**src/rtl/lsu_pkg.sv**
```systemverilog
// lsu_pkg: size/state enums plus size normalisation and low-address alignment helpers
package lsu_pkg;
  typedef enum logic [1:0] {LSU_SIZE_B = 2'b00, LSU_SIZE_H = 2'b01, LSU_SIZE_W = 2'b10} lsu_size_t;
  typedef enum logic [1:0] {IDLE, REQ, WAIT, DONE} lsu_state_t;
  function automatic lsu_size_t norm_size(input logic [1:0] s);
    return s == 2'b00 ? LSU_SIZE_B : s == 2'b01 ? LSU_SIZE_H : LSU_SIZE_W;
  endfunction
  function automatic logic [1:0] align_lo(input lsu_size_t s, input logic [1:0] a);
    return s == LSU_SIZE_B ? a : s == LSU_SIZE_H ? {a[1], 1'b0} : 2'b00;
  endfunction
endpackage

```
**src/rtl/lsu_fmt.sv**
```systemverilog
// lsu_fmt: combinational byte enables, store lane replication (size/lo/wdata -> be/bus_wdata) and load extract/extend (rdata -> ldata)
module lsu_fmt
  import lsu_pkg::*;
(
  input  lsu_size_t   size,
  input  logic [1:0]  lo,
  input  logic        uns,
  input  logic [31:0] wdata,
  input  logic [31:0] rdata,
  output logic [3:0]  be,
  output logic [31:0] bus_wdata,
  output logic [31:0] ldata
);
  logic [31:0] sh;
  always_comb begin
    be = size == LSU_SIZE_B ? 4'b0001 << lo : size == LSU_SIZE_H ? 4'b0011 << {lo[1], 1'b0} : 4'b1111;
    bus_wdata = size == LSU_SIZE_B ? {4{wdata[7:0]}} : size == LSU_SIZE_H ? {2{wdata[15:0]}} : wdata;
    sh = rdata >> {lo, 3'b000};
    ldata = size == LSU_SIZE_B ? {{24{~uns & sh[7]}}, sh[7:0]} :
            size == LSU_SIZE_H ? {{16{~uns & sh[15]}}, sh[15:0]} : sh;
  end
endmodule

```
**src/rtl/lsu.sv**
```systemverilog
// lsu: single-outstanding load/store FSM; lsu_* EXU side, bus_* req/gnt/rvalid side; LSU_MISALIGN_TRAP_EN traps misaligned H/W without a bus access
module lsu
  import lsu_pkg::*;
#(
  parameter int XLEN       = 32,
  parameter int TMO_CYCLES = 256
) (
  input  logic            clk_i,
  input  logic            rst_i,
  input  logic            lsu_req_i,
  input  logic            lsu_we_i,
  input  logic [1:0]      lsu_size_i,
  input  logic            lsu_uns_i,
  input  logic [XLEN-1:0] lsu_addr_i,
  input  logic [XLEN-1:0] lsu_wdata_i,
  output logic            lsu_ready_o,
  output logic            lsu_done_o,
  output logic            lsu_err_o,
  output logic [XLEN-1:0] lsu_rdata_o,
  output logic            bus_req_o,
  output logic            bus_we_o,
  output logic [XLEN-1:0] bus_addr_o,
  output logic [3:0]      bus_be_o,
  output logic [XLEN-1:0] bus_wdata_o,
  input  logic            bus_gnt_i,
  input  logic            bus_rvalid_i,
  input  logic [XLEN-1:0] bus_rdata_i
);
  localparam int CW = $clog2(TMO_CYCLES);
  lsu_state_t state;
  lsu_size_t size_q, size_n;
  logic we_q, uns_q, misalign;
  logic [1:0] lo_q, lo_n;
  logic [XLEN-1:0] wdata_q, addr_q, ldata;
  logic [CW-1:0] cnt;
  logic [3:0] be;
  assign size_n = norm_size(lsu_size_i);
  assign lo_n = align_lo(size_n, lsu_addr_i[1:0]);
`ifdef LSU_MISALIGN_TRAP_EN
  assign misalign = lo_n != lsu_addr_i[1:0];
`else
  assign misalign = 1'b0;
`endif
  lsu_fmt u_fmt (
    .size(size_q), .lo(lo_q), .uns(uns_q), .wdata(wdata_q), .rdata(bus_rdata_i),
    .be(be), .bus_wdata(bus_wdata_o), .ldata(ldata)
  );
  assign bus_we_o = we_q;
  assign bus_addr_o = addr_q;
  assign bus_be_o = bus_req_o ? be : 4'b0000;
  always_ff @(posedge clk_i) begin
    if (rst_i) begin
      state <= IDLE;
      lsu_ready_o <= 1'b1;
      lsu_done_o <= 1'b0;
      lsu_err_o <= 1'b0;
      lsu_rdata_o <= '0;
      bus_req_o <= 1'b0;
      we_q <= 1'b0;
      uns_q <= 1'b0;
      size_q <= LSU_SIZE_B;
      lo_q <= 2'b00;
      wdata_q <= '0;
      addr_q <= '0;
      cnt <= '0;
    end else begin
      lsu_done_o <= 1'b0;
      case (state)
        IDLE: if (lsu_req_i) begin
          we_q <= lsu_we_i;
          uns_q <= lsu_uns_i;
          size_q <= size_n;
          lo_q <= lo_n;
          wdata_q <= lsu_wdata_i;
          addr_q <= {lsu_addr_i[XLEN-1:2], 2'b00};
          lsu_ready_o <= 1'b0;
          if (misalign) begin
            state <= DONE;
            lsu_done_o <= 1'b1;
            lsu_err_o <= 1'b1;
            lsu_rdata_o <= '0;
          end else begin
            state <= REQ;
            bus_req_o <= 1'b1;
          end
        end
        REQ: if (bus_gnt_i) begin
          state <= WAIT;
          bus_req_o <= 1'b0;
          cnt <= '0;
        end
        WAIT: if (bus_rvalid_i) begin
          state <= DONE;
          lsu_done_o <= 1'b1;
          lsu_err_o <= 1'b0;
          lsu_rdata_o <= ldata;
        end else if (cnt == CW'(TMO_CYCLES - 1)) begin
          state <= DONE;
          lsu_done_o <= 1'b1;
          lsu_err_o <= 1'b1;
          lsu_rdata_o <= '0;
        end else begin
          cnt <= cnt == '1 ? cnt : cnt + 1'b1;
        end
        DONE: begin
          state <= IDLE;
          lsu_ready_o <= 1'b1;
        end
        default: state <= IDLE;
      endcase
    end
  end
endmodule
```
**config.mk**
```make
export PLATFORM = sky130hd
export DESIGN_NAME = lsu
export DESIGN_NICKNAME = d
export VERILOG_FILES = /design/src/rtl/lsu_pkg.sv /design/src/rtl/lsu_fmt.sv /design/src/rtl/lsu.sv
export SDC_FILE = /design/constraint.sdc
export NUM_CORES = 1
export LEC_CHECK = 0
export CORE_MARGIN = 4
export CORE_UTILIZATION = 40
export CTS_CLUSTER_DIAMETER = 100
export CTS_CLUSTER_SIZE = 8
export DETAILED_ROUTE_END_ITERATION = 10
export GPL_TIMING_DRIVEN = 1
export PLACE_DENSITY_LB_ADDON = 0.1
export SETUP_SLACK_MARGIN = 0.05
export SYNTH_ARGS = -nofsm -noshare
export SYNTH_HDL_FRONTEND = slang
export SYNTH_HIERARCHICAL = 1
export SYNTH_SLANG_ARGS = --single-unit
```
**constraint.sdc**
```tcl
create_clock -name clk_i -period 1.73 [get_ports clk_i]
set_input_delay 0.2595 -clock clk_i [delete_from_list [all_inputs] [get_ports clk_i]]
set_output_delay 0.2595 -clock clk_i [all_outputs]
set_load 0.01 [all_outputs]
```
==> results.txt, run 1 <==
The flow ran to the end, but the final reports show violations. The final reports fail on negative setup slack. The repair_antennas step left the layout with diodes totalling 0.

The portion of total power attributed to the clock network came out at 30.7%. The number of placement rows is 42. The internal power of the cells totals 7.375 mW. The transition time of the tightest slew-check pin came out at 0.5249 ns. The HPWL after detailed placement is 12750 µm.

The finished cells cover 9104 µm². The total via count after detailed routing came out at 5528. The largest family of logic cells by synthesized area is compound AO/OA/AOI/OAI gates. In the layout the commonest cells are clkdlybuf4s50_1 (175), nand2_1 (171), dfxtp_1 (100). The setup-violating endpoint count in the final report is 12. The DRC violation total after the first TritonRoute iteration is 373. The vertical die dimension is 124.8 µm. TritonCTS built the clock tree. The initial antenna violation count was 0. The adder and majority gate portion of the synthesized area is 1.376%. The number of synthesized register bits is 114. Across the run, the number of max-cap violations was 0. The remaining global-route overflow is 0.

The placer's final routability congestion estimate is 0.8634. The complex-gate fraction of the synthesized area came out at 21.71%. The number of buffers created by CTS came out at 17. The count of nets after finishing is 982. In this run the horizontal extent of the chip is 124.8 µm. STA classifies the critical path startpoint as a flip-flop. The final hold violation count is 0.

The clock-pin slew reported for the worst setup and hold paths after clock tree synthesis is 0.05 ns. Setup repair after global routing could not meet its margin everywhere. The core area is 13300 µm². STA classifies the critical path endpoint as an output pin. Of the cells placed in the final design, the portion with a size suffix greater than 1 is 25.65%. The portion of total power attributed to combinational logic came out at 38.6%.

For the worst setup path, the data arrival time is 1.52 ns. The post-synthesis sequential area ratio is 41.82%. The pre-CTS setup slack came out at -0.2475 ns. The maximum fanout encountered on the critical timing path is 6. The cell with the most instances on the worst path is buf_6. The number of vias per cell is 5.230. On the final layout, the worst clock skew is 0.006693 ns. The number of optimization iterations in the first detailed-route pass is 5. Among all flip-flop cells after synthesis, the most frequent one is dfxtp_1. Of the total synthesized cell area, the portion taken by XOR and XNOR cells is 0%.

The final layout contains routed wiring with a total length of 18400 µm. Leaving out fill and tap cells, the most frequent cell in the layout is clkdlybuf4s50_1. The portion of netlist area occupied by mux cells is 10.66%. The average routed wire per standard cell came out at 17.40 µm. The cell area power density came out at 1192 nW/µm².

The clock latency on the worst-skew pair is 0.42 ns. The pin count of the biggest net entering global routing is 33. The class of the tightest hold or removal check is in -> reg. In this run the cell area of the synthesized design comes to 5458 µm². The post-synthesis async set-or-reset flop share came out at 0%. The clock passes through at most 2 buffers. The total I/O pin count came out at 210. The synthesized netlist contains 57 unique library cells. In this run the tool buffered the top-level ports with 207 buffer cells. The worst hold margin is 0.2521 ns. The critical path goes through nor2_4 -> buf_6 -> mux2_4 -> buf_6. The setup path with the least slack is of type reg -> out.

The number of H-tree levels came out at 4. The setup total negative slack is -0.2646 ns. The switching share of power is 32.04%. The largest stage delay on the critical path is 0.36 ns. For this design the total switching power over the nets is 3.476 mW.

The via count of the first global-routing pass is 5459. The maximum achievable frequency is 563.5 MHz. The wire length of the first global-routing pass came out at 28010 µm. The basic-gate share of the synthesized area counting and, or, nand and nor cells came out at 18.13%. The data required time at the worst endpoint came out at 1.47 ns. The max-slew headroom at the worst pin is 64.85%. The count of final max-slew check failures came to 0. The floorplan step defined a die boundary enclosing 15580 µm². The area added between synthesis and finish is 66.80%. The maximum resistive drop on vdd came out at 703.0 µV. The portion of total power attributed to sequential cells came out at 30.7%. The final clock period utilization by the worst path came out at 102.6%. For this design the static power due to leakage is 3.478 nW.

The post-synthesis cell count came out at 641. Summing all placed instances gives a cell area of 7906 µm². The count of flip-flops with a built-in enable after synthesis came out at 0. Excluding fillers, the count of instances in the completed layout stands at 1057. The per-instance average area after synthesis is 8.514 µm². The initial core utilization is 41.05%. The minimum clock period after layout is 1.775 ns. The total global routing track utilization came out at 22.13%.

CTS saw 114 sinks. Clock tree synthesis selected as its root buffer the cell clkbuf_16. The residual antenna-violating net count after detailed routing came out at 0. The warning count from the yosys run is 6. The setup slack of the critical path after layout came out at -0.04468 ns. After detailed routing, the number of remaining DRC violations is 0. Among all stages on the critical path, the largest delay is contributed by dfxtp_4. The count of placed standard cells including taps is 1009.
==> Yosys cell counts, types with 2 or more instances <==
cell,n,share of area [%]
nand2b_1,7,0.80
mux2_2,31,6.4
dfxtp_1,114,42
nor3_1,4,0.37
buf_1,7,0.48
buf_4,11,1.5
a22o_1,32,5.1
buf_2,11,1.0
nand3_1,4,0.37
buf_6,6,1.2
a221oi_1,7,1.1
o211ai_1,2,0.28
o31ai_1,7,0.96
and2_1,5,0.57
nand3b_1,2,0.28
nor2b_1,3,0.34
clkbuf_1,25,1.7
o21bai_1,3,0.41
and3_4,2,0.41
a21boi_1,2,0.28
o31ai_2,10,2.3
inv_1,3,0.21
mux2i_1,21,3.9
a31oi_1,2,0.23
ha_1,6,1.4
nor2_1,16,1.1
o21ai_0,19,1.7
or3_1,3,0.34
a21o_1,2,0.28
nand2_1,174,12
a21oi_1,74,6.8
==> stage by stage <==
step	power [mW]	utilization [%]
floorplan	5.171	-
detailed placement	6.945	59.47
CTS	10.56	65.75
global placement	6.867	59.47
global route	11.40	68.47
finish	10.85	68.47
==> final cells by class <==
| cell class | count | area (µm²) |
|---|---|---|
| clock buffer | 22 | 464.2 |
| clock inverter | 7 | 85.08 |
| fill | 1035 | 4192 |
| inverter | 4 | 20.02 |
| multi-input combinational | 465 | 3224 |
| sequential | 114 | 2312 |
| tap | 176 | 220.2 |
| timing repair buffer | 269 | 2778 |
==> cells by family (layout without fill, tap and decap cells) <==
| group | after synthesis | count (layout) |
|---|---|---|
| mux | 53 | 53 |
| flops | 114 | 114 |
| fa+ha+maj | 6 | 6 |
| buf+inv | 64 | 302 |
| other cells | 1 | 2 |
| compound gates | 172 | 173 |
| simple gates | 231 | 231 |
==> path summary, 6_finish.rpt <==
kind,start,to,slack [ns],cells after the start
setup / recovery,size_q[0]$_SDFFE_PP0P_,bus_wdata_o[10],-0.04,4
hold / removal,rst_i,cnt[1]$_SDFFE_PP0P_,0.25,2
setup reg to reg,lo_q[0]$_SDFFE_PP0P_,lsu_rdata_o[8]$_SDFFE_PP0P_,-0.02,5
hold reg to reg,bus_addr_o[5]$_SDFFE_PP0P_,bus_addr_o[5]$_SDFFE_PP0P_,0.45,2
==> power by group through the flow <==
stage | Clock (mW) | Combinational (mW) | Sequential (mW)
after detailed placement | 0 | 3.64 | 3.31
final | 3.33 | 4.19 | 3.33
after CTS | 3.38 | 3.88 | 3.30
after global routing | 3.49 | 4.52 | 3.38
after global placement | 0 | 3.58 | 3.29
after floorplan | 0 | 1.83 | 3.34
==> metal layers <==
| layer | part of all wire (%) | global-route usage (%) |
|---|---|---|
| met4 | 0.91 | 6.696 |
| met1 | 41 | 25.74 |
| met2 | 50 | 37.21 |
| met5 | 0 | 0 |
| met3 | 8.6 | 9.220 |
==> critical path, delay by kind of cell (launching register included) <==
kind	cells	cell delay [ns]
multiplexers	1	0.33
buffers and inverters	2	0.28
AND/OR/NAND/NOR	1	0.13
flip-flops	1	0.36
==> repair_timing <==
action	in CTS	in global routing
resized for setup	209	50
setup buffers	5	10
endpoints found under the hold margin	0	0
endpoints found under the setup margin	59	54
pin swaps	11	18
hold buffers	0	0
gates cloned	2	2
==> sequential cells by signal (all words and copies together), names as in the netlist <==
| signal | cells |
|---|---|
| cnt | 8 |
| lsu_rdata_o | 32 |
| lsu_done_o | 1 |
| bus_addr_o | 30 |
| uns_q | 1 |
| lo_q | 2 |
| bus_we_o | 1 |
| lsu_err_o | 1 |
| bus_req_o | 1 |
| lsu_ready_o | 1 |
| wdata_q | 32 |
| size_q | 2 |
| state | 2 |
Note: power is estimated with default switching activity, not from simulation.
==> inputs of run 2 (changes only) <==
Settings changed: CORE_MARGIN 4 to default, RECOVER_POWER from default to 100.
==> run 2 against run 1 <==
Effect of this change:
- the run still ends with negative setup slack left
- combinational power decreased by 8.6%
- routed wire length shrank 3.3%
- global-route usage grew 2.8 points
- fmax about the same
- critical path depth unchanged
- power down 2.5%
- cell area decreased by 1.9%
- hold slack lost 0.025 ns
- final cell count is 0.28% higher
- sequential power fell by 2%
- clock skew rose by 0.0025 ns
- core utilization decreased by 1.3 points
- critical path type unchanged
- critical endpoint is now bus_be_o[2]
- largest cell class unchanged
==> results.txt, run 2 (same netlist as run 1, synthesis figures left out) <==
The flow ran to the end, but the final reports show violations. The final reports fail on negative setup slack. The residual antenna-violating net count after detailed routing is 0 (unchanged). The area of the die came out at 14120 µm² (-9.4%). The combined area of the multi-input logic cells is 3113 µm² (-3.5%). The maximum buffer depth of the clock tree is 2 (unchanged). The count of non-filler cells in the finished layout is 1060 (+0.28%).

The vertical die dimension is 118.8 µm (-4.8%). The placer's final routability congestion estimate is 0.8417 (-2.5%). The setup total negative slack is -0.4427 ns (-0.1781 ns). The clock-pin slew reported for the worst setup and hold paths after clock tree synthesis is 0.05 ns (about the same). The summed area of non-filler cells in the final layout came to 8930 µm² (-1.9%). The max-slew headroom at the worst pin came out at 60.07% (-4.8 points). The aggregate routed wire length is 17780 µm (-3.3%). The library cells used most frequently in the layout, excluding fill and tap cells, are nand2_1 (172), dfxtp_1 (107), clkdlybuf4s50_1 (107). The capturing element type of the critical path is an output pin. The initial antenna violation count is 0 (unchanged).

The sum of net half-perimeters after detailed placement is 12270 µm (-3.7%). The fraction of final layout cells with drive strength greater than 1 is 24.21% (-1.4 points). The via count of the first global-routing pass came out at 5428 (-0.57%).

The DRC violation total after the first TritonRoute iteration is 331 (-11%). The pin count of the biggest net entering global routing came out at 50 (+52%). The initial core utilization is 41.05% (unchanged). TritonCTS built the clock tree.

The count of final max-slew check failures is 0 (unchanged). The total DRC errors in the routed layout came to 0 (unchanged). The core area was 13300 µm² (unchanged). The number of placement rows is 42 (unchanged). The floorplan die width came out at 118.8 µm (-4.8%).

The remaining global-route overflow is 0 (unchanged). The wire length of the first global-routing pass is 27830 µm (-0.62%). The startpoint-to-endpoint class of the critical path is reg -> out.

The worst hold margin is 0.2267 ns (-0.02534 ns). The setup-violating endpoint count in the final report is 17 (+5). The critical path arrival is 1.51 ns (about the same).

The average routed wire per standard cell came out at 16.77 µm (-3.6%). The setup slack of the critical path after layout is -0.04302 ns (+0.001658 ns). The area taken by flip-flops and latches is 2301 µm² (-0.49%). The library cell used as clock root buffer is clkbuf_16. The number of H-tree levels is 4 (unchanged). The clock latency on the worst-skew pair is 0.42 ns (about the same).

The total global routing track utilization came to 24.96% (+2.8 points). The minimum clock period after layout came out at 1.773 ns (-0.001658 ns). The number of vias per cell is 5.244 (+0.28%). The data required time at the worst endpoint came to 1.47 ns (about the same). The cell area power density is 1185 nW/µm² (-0.60%). The count of placed standard cells including taps came out at 1010 (+0.099%). The transition time of the tightest slew-check pin came to 0.5977 ns (+0.07273 ns). Setup repair after global routing could not meet its margin everywhere. The maximum achievable frequency came to 564.0 MHz (about the same). The count of buffers inserted at the top-level ports is 207 (unchanged). The number of optimization iterations in the first detailed-route pass is 4 (-1).

The total power is 10.58 mW (-2.5%). The most frequent standard cell in the layout excluding fill and tap cells is nand2_1. The final hold violation count is 0 (unchanged).

The post-route core utilization came out at 67.17% (-1.3 points). The total via count after detailed routing came to 5559 (+0.56%). The antenna diode count came out at 0 (unchanged). The maximum fanout encountered on the critical timing path is 16 (+10).

The max capacitance violation total is 0 (unchanged). The pre-CTS setup slack came out at -0.2140 ns (+0.03345 ns). The path class of the tightest hold or removal check is in -> reg. The final clock period utilization by the worst path is 102.5% (about the same).

The total placed instance area came to 7889 µm² (-0.22%). The number of buffers inserted by hold repair at cts came out at 0 (unchanged). The largest clock skew in the final design is 0.009196 ns (+0.002503 ns).

The number of buffers created by CTS is 17 (unchanged). The critical path launch point type is a flip-flop. The area added between synthesis and finish came out at 63.62%.

The total I/O pin count was 210 (unchanged). The leakage power came out at 3.669 nW (+5.5%). The count of nets after finishing was 983 (+0.10%).

The total of fill cells in the finished design is 1132 (+9.4%). The number of sinks driven by the clock tree is 114 (unchanged). The maximum resistive drop on vdd came out at 794.2 µV (+13%).
==> run 2: changes by cell type in the layout (fill, tap and decap cells not counted), sizes merged <==
cell,previous run,this run
clkbuf,23,34
dlygate4sd2,3,7
clkdlybuf4s50,175,107
o221a,2,1
bufbuf,1,2
clkinvlp,0,4
clkinv,6,4
buf,89,79
dlygate4sd3,0,64
==> run 2: power breakdown <==
group	switching (mW)	total [mW]	leakage [nW]	internal, mW
logic	1.90	3.83	2.45	1.93
registers	0.277	3.28	0.934	3.01
clock network	1.21	3.46	0.280	2.25
==> run 2: path summary, 6_finish.rpt <==
path                     startpoint                     to  slack (ns)  cells after the start
max          size_q[1]$_SDFFE_PP0P_            bus_be_o[2]       -0.04                      4
min                           rst_i    cnt[1]$_SDFFE_PP0P_        0.23                      2
max reg2reg     cnt[1]$_SDFFE_PP0P_    cnt[3]$_SDFFE_PP0P_           0                      5
min reg2reg   bus_we_o$_SDFFE_PP0P_  bus_we_o$_SDFFE_PP0P_        0.45                      2
==> run 2: critical path: stages, from the launching register on <==
cell and delay [ns]:
dfxtp_4 0.36, bufbuf_16 0.29, a21o_1 0.16, and2_1 0.15
buf_2 0.14
==> run 2: metal layers <==
| layer | GRT usage, % | part of all wire (%) | wire [µm] |
|---|---|---|---|
| met1 | 29.01 | 40 | 7184 |
| met2 | 42.03 | 50 | 8804 |
| met3 | 8.621 | 8.1 | 1442 |
| met4 | 9.731 | 2.0 | 348 |
| met5 | 0 | 0 | 0 |
==> run 2: final cells by class <==
class / count / area share, %
Clock buffer: 22 / 5.422
Sequential cell: 114 / 25.77
Multi-Input combinational cell: 464 / 34.86
Inverter: 4 / 0.1962
Timing Repair Buffer: 271 / 30.11
Tap cell: 176 / 2.466
Clock inverter: 9 / 1.177
==> run 2: what timing repair did <==
item,4_1_cts,5_1_grt
pin swaps,11,20
gates cloned,2,3
resized for setup,181,47
endpoints found under the hold margin,0,0
buffers inserted,5,10
endpoints found under the setup margin,52,63
==> inputs of run 3 (changes only) <==
Settings changed: REMOVE_ABC_BUFFERS from default to 1.
==> run 3 against run 2 <==
Effect of this change:
- the run still ends with negative setup slack left
- power shrank 1.5%
- clock skew shrank 0.0012 ns
- final cell count up 0.75%
- sequential power is essentially flat
- die area unchanged
- clock power down 11%
- global-route usage shrank 0.64 points
- critical path depth did not move
- combinational power is 6.3% higher
- setup slack better by 0.0092 ns
- fmax increased by 0.52%
- flip-flop and latch count is the same
==> results.txt, run 3 (same netlist as run 1, synthesis figures left out) <==
The summed area of non-filler cells in the final layout is 8986 µm² (+0.63%). The path with the worst hold slack has its endpoint at cnt[1]$_SDFFE_PP0P_. The floorplan die width came to 118.8 µm (unchanged). The fraction of final layout cells with drive strength greater than 1 came out at 25.22% (+1.0 points). The capturing element type of the critical path is an output pin. The initial antenna violation count is 0 (unchanged). The final clock period utilization by the worst path was 102.0% (-0.53 points).

The aggregate routed wire length is 17260 µm (-2.9%). The count of nets after finishing came out at 992 (+0.92%). The total via count after detailed routing was 5568 (+0.16%). The number of H-tree levels was 4 (unchanged). The placer's final routability congestion estimate is 0.8103 (-3.7%).

The startpoint identified for the worst register-to-register timing path is cnt[1]$_SDFFE_PP0P_. The worst setup path is launched from a flip-flop. The area growth from synthesis to layout is 64.65%. The worst reg-to-reg path cell count is 5 (unchanged). The post-route core utilization is 67.59% (+0.42 points). The remaining global-route overflow is 0 (unchanged). The maximum fanout encountered on the critical timing path came to 5 (-11). The worst reg-to-reg setup slack was -0.02 ns (-0.02 ns). The count of buffers inserted at the top-level ports came out at 207 (unchanged). The pre-CTS setup slack came out at -0.1987 ns (+0.01533 ns). The final reports fail on negative setup slack.

The data required time at the worst endpoint came to 1.47 ns (about the same). The transition time of the tightest slew-check pin came out at 0.5078 ns (-0.08988 ns). The initial core utilization came out at 41.05% (unchanged). The total DRC errors in the routed layout came to 0 (unchanged). The setup-violating endpoint count in the final report came out at 10 (-7). The maximum buffer depth of the clock tree is 2 (unchanged). In this run the most critical hold path is launched from rst_i. The vertical die dimension came out at 118.8 µm (unchanged). The worst setup path is of the reg -> out kind. The maximum resistive drop on vdd came out at 646.8 µV (-19%).

The max capacitance violation total was 0 (unchanged). The core area is 13300 µm² (unchanged). The worst hold path stage count came to 2 (unchanged). The endpoint identified for the worst register-to-register timing path is cnt[3]$_SDFFE_PP0P_. The clock-pin slew reported for the worst setup and hold paths after clock tree synthesis is 0.05 ns (about the same). In the layout the commonest cells are nand2_1 (170), dfxtp_1 (107), clkdlybuf4s50_1 (106).

The antenna diode count came to 0 (unchanged). The library cell used as clock root buffer is clkbuf_16. The average routed wire per standard cell came out at 16.16 µm (-3.7%). The most frequent standard cell in the layout excluding fill and tap cells is nand2_1. The run finished, with violations left.

The maximum achievable frequency was 566.9 MHz (+0.52%). The DRC violation total after the first TritonRoute iteration came to 315 (-4.8%). The number of optimization iterations in the first detailed-route pass came out at 5 (+1). The number of buffers created by CTS is 17 (unchanged). The TritonCTS clock tree is done. The total I/O pin count is 210 (unchanged). The final hold violation count came out at 0 (unchanged). The total global routing track utilization was 24.32% (-0.64 points). The setup slack of the critical path after layout is -0.03385 ns (+0.009175 ns). The total placed instance area came to 7903 µm² (+0.17%). The pin count of the biggest net entering global routing came out at 57 (+14%). The minimum clock period after layout is 1.764 ns (-0.009175 ns). The critical path arrival came out at 1.50 ns (about the same). The path class of the tightest hold or removal check is in -> reg. The max-slew headroom at the worst pin is 66.00% (+5.9 points). The leakage power is 3.673 nW (+0.12%). The number of sinks driven by the clock tree was 114 (unchanged). The via count of the first global-routing pass is 5470 (+0.77%). Setup repair after global routing could not meet its margin everywhere. The number of vias per cell came to 5.213 (-0.59%). The count of final max-slew check failures was 0 (unchanged). The sum of net half-perimeters after detailed placement was 11280 µm (-8.1%). The wire length of the first global-routing pass came out at 27310 µm (-1.9%). The number of placement rows was 42 (unchanged). The residual antenna-violating net count after detailed routing is 0 (unchanged). The area of the die came out at 14120 µm² (unchanged). The setup total negative slack came out at -0.2427 ns (+0.2001 ns). The cell area power density is 1159 nW/µm² (-2.2%). The largest clock skew in the final design came out at 0.008028 ns (-0.001168 ns).

The clock latency on the worst-skew pair came out at 0.42 ns (about the same).
[run 3: changes by cell type in the layout (fill, tap and decap cells not counted), sizes merged, moves of 2 or more]
cell,before,now
buf,79,98
clkbuf,34,26
clkdlybuf4s25,0,6
dlygate4sd2,7,1
clkinvlp,4,1
bufinv,2,0
[run 3: where the power goes]
part | internal, mW | switching [mW] | total [mW]
clock network | 1.91 | 1.17 | 3.08
logic | 2.10 | 1.97 | 4.07
registers | 3.01 | 0.260 | 3.27
[run 3: what timing repair did]
action,in CTS,in global routing
pin swaps,27,17
buffers inserted,16,6
gates resized for setup,224,38
hold buffers,0,0
endpoints found under the setup margin,60,61
gates cloned,1,2
[run 3: area by class of cell]
cell class              count  area (µm²)
repair buffers            279        2783
well taps                 176       220.2
flip-flops and latches    114        2303
multi-input cells         465        3148
clock inverters             6       32.53
inverters                   4       17.52
fillers                  1069        4309
clock buffers              24       481.7
[run 3: how the worst max path moves through the flow]
stage,startpoint,to,slack [ns],depth (start not counted)
after CTS,size_q[1]$_SDFFE_PP0P_,bus_wdata_o[11],-0.09,4
after floorplan,lo_q[0]$_SDFFE_PP0P_,lsu_rdata_o[25]$_SDFFE_PP0P_,-0.77,4
final,size_q[0]$_SDFFE_PP0P_,bus_wdata_o[10],-0.03,4
after detailed placement,bus_rdata_i[23],lsu_rdata_o[13]$_SDFFE_PP0P_,-0.20,6
after global routing,size_q[1]$_SDFFE_PP0P_,bus_wdata_o[10],-0.09,4
after global placement,bus_rdata_i[23],lsu_rdata_o[14]$_SDFFE_PP0P_,-0.16,6
[run 3: stage by stage]
step / hold slack [ns] / std cells / power (mW)
final: 0.2480 / 1068 / 10.42
after global routing: 0.2551 / 1068 / 10.99
after CTS: 0.2356 / 1060 / 10.48
after detailed placement: 0.4460 / 1013 / 6.927
after global placement: 0.4392 / 1013 / 6.841
after floorplan: 0.3286 / 582 / 4.981
[run 3: metal layers]
metal	part of all wire [%]	GRT usage [%]	vias up
met3	8.1	9.052	24
met4	1.9	10.21	0
li1	-	-	2709
met5	0	0	-
met2	48	39.29	209
met1	42	28.95	2626
[run 3: critical path: stages (launching register included)]
cell,delay (ns)
dfxtp_4,0.36
nor2_4,0.14
buf_6,0.16
mux2_4,0.31
buf_6,0.12
